--- src/rtl/alu_seq_muldiv.sv ---
// Registered ALU with valid/ready handshake: single-cycle add/sub/logic plus
// multi-cycle shift-add multiply and restoring divide sharing one accumulator.
module alu_seq_muldiv #(
  parameter int BITS = 32,
  localparam int CNT_W = $clog2(BITS + 1)
) (
  input  logic            clk,
  input  logic            rst,
  input  logic            in_valid,
  output logic            in_ready,
  input  logic [3:0]      S,
  input  logic [BITS-1:0] A,
  input  logic [BITS-1:0] B,
  output logic            out_valid,
  input  logic            out_ready,
  output logic [BITS-1:0] Y,
  output logic [3:0]      NZCV,
  output logic            busy
);

  localparam logic [3:0] OP_ADD = 4'b0000;
  localparam logic [3:0] OP_SUB = 4'b0001;
  localparam logic [3:0] OP_AND = 4'b1000;
  localparam logic [3:0] OP_OR  = 4'b1001;
  localparam logic [3:0] OP_XOR = 4'b1010;
  localparam logic [3:0] OP_NOR = 4'b1011;

  typedef enum logic [1:0] {IDLE, BUSY, DONE} state_t;

  state_t            state_reg, state_next;
  logic [CNT_W-1:0]  cnt_reg;
  logic [1:0]        op_reg;
  logic [BITS-1:0]   opnd_reg;
  logic [2*BITS-1:0] acc_reg;
  logic [BITS-1:0]   y_reg;
  logic [3:0]        nzcv_reg;
  logic              out_valid_reg;

  logic accept;
  logic long_op;

  assign in_ready  = !rst && (state_reg == IDLE) && (!out_valid_reg || out_ready);
  assign accept    = in_valid && in_ready;
  assign long_op   = (S[3:2] == 2'b01);
  assign busy      = (state_reg == BUSY);
  assign out_valid = out_valid_reg;
  assign Y         = y_reg;
  assign NZCV      = nzcv_reg;

  always_ff @(posedge clk) begin
    if (rst) state_reg <= IDLE;
    else     state_reg <= state_next;
  end

  always_comb begin
    state_next = state_reg;
    case (state_reg)
      IDLE:    if (accept && long_op) state_next = BUSY;
      BUSY:    if (cnt_reg == CNT_W'(BITS - 1)) state_next = DONE;
      DONE:    state_next = IDLE;
      default: state_next = IDLE;
    endcase
  end

  // Single-cycle operations
  logic [BITS-1:0] b_eff;
  logic [BITS:0]   add_sum;
  logic [BITS-1:0] alu_y;
  logic            alu_c;
  logic            alu_v;

  always_comb begin
    b_eff   = S[0] ? ~B : B;
    add_sum = {1'b0, A} + {1'b0, b_eff} + {{BITS{1'b0}}, S[0]};
    alu_y   = '0;
    alu_c   = 1'b0;
    alu_v   = 1'b0;
    case (S)
      OP_ADD, OP_SUB: begin
        alu_y = add_sum[BITS-1:0];
        alu_c = add_sum[BITS];
        alu_v = (A[BITS-1] == b_eff[BITS-1]) && (alu_y[BITS-1] != A[BITS-1]);
      end
      OP_AND:  alu_y = A & B;
      OP_OR:   alu_y = A | B;
      OP_XOR:  alu_y = A ^ B;
      OP_NOR:  alu_y = ~(A | B);
      default: alu_y = '0;
    endcase
  end

  // One iteration step. Multiply keeps the multiplier in the low half and
  // shifts the running sum in from the top; divide keeps the remainder in the
  // high half and shifts dividend bits out / quotient bits in at the bottom.
  logic [BITS:0]     mul_sum;
  logic [BITS:0]     div_trial;
  logic [BITS:0]     div_diff;
  logic              div_ge;
  logic [2*BITS-1:0] acc_step;

  always_comb begin
    mul_sum   = {1'b0, acc_reg[2*BITS-1:BITS]} + (acc_reg[0] ? {1'b0, opnd_reg} : '0);
    div_trial = {acc_reg[2*BITS-1:BITS], acc_reg[BITS-1]};
    div_diff  = div_trial - {1'b0, opnd_reg};
    div_ge    = !div_diff[BITS];
    if (!op_reg[1]) begin
      acc_step = {mul_sum, acc_reg[BITS-1:1]};
    end else begin
      acc_step = {(div_ge ? div_diff[BITS-1:0] : div_trial[BITS-1:0]),
                  acc_reg[BITS-2:0], div_ge};
    end
  end

  always_ff @(posedge clk) begin
    if (rst) begin
      cnt_reg  <= '0;
      op_reg   <= '0;
      opnd_reg <= '0;
      acc_reg  <= '0;
    end else if (accept && long_op) begin
      cnt_reg <= '0;
      op_reg  <= S[1:0];
      if (S[1]) begin
        opnd_reg <= B;
        acc_reg  <= {{BITS{1'b0}}, A};
      end else begin
        opnd_reg <= A;
        acc_reg  <= {{BITS{1'b0}}, B};
      end
    end else if (state_reg == BUSY) begin
      acc_reg <= acc_step;
      cnt_reg <= cnt_reg + 1'b1;
    end
  end

  // Final result of a multi-cycle op, taken from the accumulator in DONE
  logic [BITS-1:0] done_y;
  logic            done_v;

  always_comb begin
    done_y = '0;
    done_v = 1'b0;
    case (op_reg)
      2'b00: begin
        done_y = acc_reg[BITS-1:0];
        done_v = |acc_reg[2*BITS-1:BITS];
      end
      2'b01: done_y = acc_reg[2*BITS-1:BITS];
      2'b10: begin
        done_y = acc_reg[BITS-1:0];
        done_v = (opnd_reg == '0);
      end
      default: begin
        done_y = acc_reg[2*BITS-1:BITS];
        done_v = (opnd_reg == '0);
      end
    endcase
  end

  always_ff @(posedge clk) begin
    if (rst) begin
      y_reg         <= '0;
      nzcv_reg      <= '0;
      out_valid_reg <= 1'b0;
    end else if (accept && !long_op) begin
      y_reg         <= alu_y;
      nzcv_reg      <= {alu_y[BITS-1], (alu_y == '0), alu_c, alu_v};
      out_valid_reg <= 1'b1;
    end else if (state_reg == DONE) begin
      y_reg         <= done_y;
      nzcv_reg      <= {done_y[BITS-1], (done_y == '0), 1'b0, done_v};
      out_valid_reg <= 1'b1;
    end else if (out_ready) begin
      out_valid_reg <= 1'b0;
    end
  end

endmodule
--- config.mk ---
export PLATFORM = sky130hd
export DESIGN_NAME = alu_seq_muldiv
export DESIGN_NICKNAME = d
export VERILOG_FILES = /design/src/rtl/alu_seq_muldiv.sv
export SDC_FILE = /design/constraint.sdc
export NUM_CORES = 1
export LEC_CHECK = 0
export ABC_CLOCK_PERIOD_IN_PS = 4400
export CAP_MARGIN = 20
export CORE_ASPECT_RATIO = 0.5
export CORE_MARGIN = 2
export CORE_UTILIZATION = 50
export DETAILED_ROUTE_END_ITERATION = 10
export GPL_TIMING_DRIVEN = 0
export PLACE_DENSITY = 0.73
export REMOVE_ABC_BUFFERS = 1
export SLEW_MARGIN = 20
export SYNTH_ARGS = -nofsm -noshare
export SYNTH_HDL_FRONTEND = slang
export SYNTH_SLANG_ARGS = --single-unit
--- constraint.sdc ---
create_clock -name clk -period 4.4 [get_ports clk]
set_input_delay 0.66 -clock clk [delete_from_list [all_inputs] [get_ports clk]]
set_output_delay 0.66 -clock clk [all_outputs]
set_load 0.02 [all_outputs]
## Word-level counts from Yosys, hierarchy flattened

Cells that the tools add are included.

- Add/subtract/negate cells: 5
- Equality and inequality tests: 15
- Mux-type cells: 23
- Bitwise logic cells: 5
- Reduce and logical (&&, ||, !) cells: 25

Operators with widths:

| cell | number |
|---|---|
| 2-to-1 mux 32 bit | 8 |
| 2-to-1 mux 64 bit | 3 |
| one-hot mux 32 bit (5 select lines) | 1 |
| zero test 32 bit | 3 |
| adder 32 x 32 -> 33 bit | 2 |
| inverter 32 bit | 2 |
| adder 33 x 1 -> 33 bit | 1 |
| subtractor 33 x 32 -> 33 bit | 1 |
| AND 32 bit | 1 |
| OR 32 bit | 1 |
| OR reduction 32 bit | 1 |
| XOR 32 bit | 1 |
| equality test 4 bit, second input constant | 4 |
| 2-to-1 mux 4 bit | 2 |
| adder 6 x 1 -> 6 bit, second input constant | 1 |
| equality test 2 x 1 -> 1 bit, second input constant | 3 |
| equality test 6 x 5 -> 1 bit, second input constant | 1 |
| logical AND 1 bit | 6 |
| OR reduction 2 bit | 3 |
| 2-to-1 mux 1 bit | 5 |
| equality test 2 bit, second input constant | 2 |
| equality test 4 x 1 -> 1 bit, second input constant | 1 |
| zero test 1 bit | 4 |
| zero test 2 bit | 2 |
| other kinds (11) | 14 |

- Register bits: 143
- Input port bits: 72

## Depth between registers and ports, before layout

- Depth in word-level cells: 8
- Depth in mapped cells: 20
- Mapped depth without buffers: 15

## Worst setup path before layout

OpenSTA, ideal clock, no wires.

- Kind: in2reg
- From: in S[0]
- To: reg nzcv_reg[2] (netlist: NZCV[2])
- Data arrival time: 4.719 ns
- Data required time: 4.313 ns
- Path slack: -0.406 ns
- Stages: 19
- Path through: clkbuf_1 > clkbuf_1 > buf_2 > buf_2 > buf_2 > buf_1 > xor2_1 > ha_1 > a21oi_1 > o21ai_1 > a221o_1 > o21ai_2 > a311oi_1 > or3_1 > a31oi_1 > o221ai_1 > nor4_1 > nand2_1 > o31ai_1

- Word-level cells in the longest chain between the ends: 6
- Elaborated cells between the ends (all ways): 13

Ends and longest elaborated chain:

| element | RTL line | RTL |
|---|---|---|
| start, declared | 11 | `input logic [3:0] S,` |
| 2-to-1 mux 32 bit | 73 | `b_eff = S[0] ? ~B : B;` |
| adder 32 x 32 -> 33 bit | 74 | `add_sum = {1'b0, A} + {1'b0, b_eff} + {{BITS{1'b0}}, S[0]};` |
| adder 33 x 1 -> 33 bit | 74 |  |
| one-hot mux 32 bit (5 select lines) (*) | 78 | `case (S)` |
| zero test 32 bit (*) | 167 | `nzcv_reg <= {alu_y[BITS-1], (alu_y == '0), alu_c, alu_v};` |
| 2-to-1 mux 4 bit (*) | 165 | `end else if (accept && !long_op) begin` |
| end signal, assigned | 167 |  |
| end signal, assigned | 171 | `nzcv_reg <= {done_y[BITS-1], (done_y == '0), 1'b0, done_v};` |
| end, declared | 36 | `logic [3:0] nzcv_reg;` |

Mark *: on every way between the ends. The rest lies on a longest branch, timed or not.
A chain may end at the register's enable or synchronous reset.

## Worst setup path in the final report

- From: in A[0]
- To: reg nzcv_reg[2] (netlist: NZCV[2])

- Word-level cells in the longest chain between the ends: 5
- Elaborated cells between the ends (all ways): 9

Ends and longest elaborated chain:

| element | RTL line | RTL |
|---|---|---|
| start, declared | 12 | `input logic [BITS-1:0] A,` |
| adder 32 x 32 -> 33 bit or OR 32 bit (tied branches) | 74, 85, 87 |  |
| adder 33 x 1 -> 33 bit or inverter 32 bit (tied branches) | 74, 87 |  |
| one-hot mux 32 bit (5 select lines) (*) | 78 |  |
| zero test 32 bit (*) | 167 |  |
| 2-to-1 mux 4 bit (*) | 165 |  |

Marked as above.

==> results.ini <==
[drt]
drt-pass1-iter-count=5
vias_per_cell=6.33
wl_per_cell_um=20.2
drtAntennaViolNets=0
drc_errors=0
wl_mm=48.4
first_iter_violations=1712
vias=15200

[yosys]
synth_cells=1949
async_reset_ff_share_pct=0
synthFlopType=dfxtp_1
yosys_warnings=0
synth_top_family_by_area=compound AO/OA/AOI/OAI gates
synth.avg_cell_area_um2=7.81
synth_top_cell_area_share_pct=18.7
synth.area.mux_share_pct=12.3
yosys.area_share.simple_pct=16.0
synth_edf_count=0
netlist_area_um2=15200
synth_fa_ha_area_share_pct=14.2
synthTopCellsByArea=dfxtp_1 19%, ha_1 14%, mux2i_1 12%
yosysTopAreaCell=dfxtp_1
synth_cell_types=85
yosysMostFrequentCell=mux2i_1
synth_commonest_cells=178 x mux2i_1, 173 x a21oi_1, 168 x ha_1, 158 x nor2_1, 142 x dfxtp_1
synth_xor_area_share_pct=6.22
synth_compound_area_share_pct=26.4
ys_seq_area_share_pct=18.7
synth-seq-cells=142

[worst_setup_path]
end_kind=register
crit_path_start_kind=input port
path_cells=clkdlybuf4s50_1 > mux2_2 > inv_1 > fa_1 > nand3b_1 > a2111o_1 > nand2_1 > o32ai_1 > a2111oi_2 > nand4_1 > nor4_2 > nand4_1 > nor4_1 > nand2_1 > o31ai_1
worstRegToRegCells=15
r2r-end=acc_reg[49]
regToRegStartpoint=acc_reg[31]
critPathKind=in -> reg
slowest_delay_ns=0.59
worstPathRequired_ns=4.77
rrSetupSlack_ns=0.32
cp_slowest_cell=clkdlybuf4s50_1
arrival_ns=4.67
crit_path_max_fanout=6

[sta]
fin_tns_setup_ns=0
finalSetupViolCount=0
hold_viol=0
fin_crit_sh_pct=97.9
rsz0062_at_grt=false
finalCriticalPeriod_ns=4.31
max_freq_mhz=232
slew_headroom_pct=23.3
finalMaxSlewViolations=0
skew_ns=0.0189
worst_slack_ns=0.0945
tightest_slew_ns=1.15

[worst_hold_path]
hold_start=NZCV[1]
hold_path.class=reg -> reg
whs_path_depth=2
holdPathEnd=NZCV[1]

[grt]
grt_pass1_wl_mm=74.6
busiest_layer=met1
antenna_found_initial=0
grt_pass1_vias=13200
met1_usage_pct=44.1
grt_usage_pct=29.5
gr-total-overflow=0
gr-usage-met2_pct=42.7
grt_max_degree=99
use_met3_pct=5.52

[placed_design]
port_buffers=110
hpwl_mm=36.5
gp_congestion=0.922
dp_cells=2360
dp_worst_setup_slack_ns=-0.628

[floorplanning]
coreArea_um2=30100
fp.dieH_um=127
start_util_pct=50.5
rows=45
io_pins=111
dieArea_um2=31900
die_w_um=251

[power]
p_total_mw=4.40
p_leak_nw=7.31
power_density_nw_per_um2=254
ir_worst_vdd_mv=0.286

[layout]
largest_reg_flops=64
instances_no_fill=2393
antenna_cells=0
area_delta_synth_final_pct=14.0
fin_nets=2224
layout-drive-gt1-share_pct=5.62

[run]
drv_cap=0

[status]
outcome=complete, no violations

[clock_network]
clk_pin_slew_ns=0.08
cts_max_path_buffers=2
numCtsBuffers=17
clock_sinks=142
clk_latency_ns=0.45
cts_tree=built
htreeDepth=4
hold_buffers=0
root_buffer=clkbuf_16

-- cell families (layout without fill, tap and decap cells) --
| group | count (synthesis) | after routing |
|---|---|---|
| AO/OA/AOI/OAI | 602 | 602 |
| AND/OR/NAND/NOR | 496 | 496 |
| multiplexers | 186 | 186 |
| buffers and inverters | 244 | 289 |
| flip-flops | 142 | 142 |
| XOR/XNOR | 108 | 108 |
| adder cells (fa/ha/maj) | 171 | 171 |
-- cell type report --
class	instances	area, µm²
clock buffer	17	425
multi-input combinational	1563	11500
clock inverter	15	195
fill	2726	12800
inverter	132	495
timing repair buffer	125	1380
tap	399	499
sequential	142	2850
-- placed cells by master (no fill, tap or decap), drive strengths merged, types with 8 or more instances in the layout --
master	Yosys	routed
mux2i	178	178
a21oi	174	174
ha	168	168
nor2	159	159
dfxtp	142	142
inv	131	140
o21ai	109	109
clkdlybuf4s50	0	106
nand2	93	93
xor2	62	62
a211oi	62	62
xnor2	46	46
o22ai	41	41
a21o	41	41
and2	40	40
nand3	33	33
nor3	32	32
nand4	31	31
a22oi	25	25
a31oi	23	23
nor2b	23	23
nor4	21	21
o211ai	19	19
and3	17	17
clkbuf	86	17
buf	26	17
nand2b	16	16
o221a	12	12
o31ai	11	11
o21bai	10	10
a221oi	9	9
mux2	8	8
a2111oi	8	8
-- through the flow --
stage          cell area [µm²]  utilization, %  hold slack (ns)
6_report                 17300            57.6            0.465
5_1_grt                  17300            57.6            0.498
4_1_cts                  17300            57.5            0.461
3_5_place_dp             16700            55.3            0.451
3_3_place_gp             16400            54.3            0.442
2_1_floorplan            14800               -            0.481
-- metal layers --
metal	vias up	wire length [µm]
met5	-	0
met4	0	1160
met3	68	4800
met2	656	19600
met1	7206	22800
li1	7226	-
-- where the power goes --
part           leakage (nW)  total, mW  switching [mW]  internal (mW)
registers              1.15       1.37          0.0463           1.32
clock network         0.309       1.58           0.665          0.914
logic                  5.85       1.46           0.857          0.601
total                  7.31       4.40            1.57           2.84
-- worst max-delay path by stage --
| stage | startpoint | end | slack (ns) |
|---|---|---|---|
| detailed placement | S[0] | NZCV[2] | -0.63 |
| global placement | rst | acc_reg[57] | -6.73 |
| floorplan | out_ready | acc_reg[57] | -0.77 |
| global route | A[0] | NZCV[2] | 0.02 |
| CTS | S[0] | NZCV[2] | 0.008 |
| finish | A[0] | NZCV[2] | 0.09 |
-- worst max-delay path, delay by kind of cell --
family,cells,cell delay (ns)
buf+inv,2,0.67
mux,1,0.28
fa+ha+maj,1,0.44
simple gates,7,1.47
compound gates,4,1.14
-- what timing repair did --
item / 4_1_cts / 5_1_grt
resized for setup: 1 / 7
cloned: 1 / 0
endpoints found under the setup margin: 1 / 1
setup buffers: 0 / 0
(Power assumes the default switching activity.)
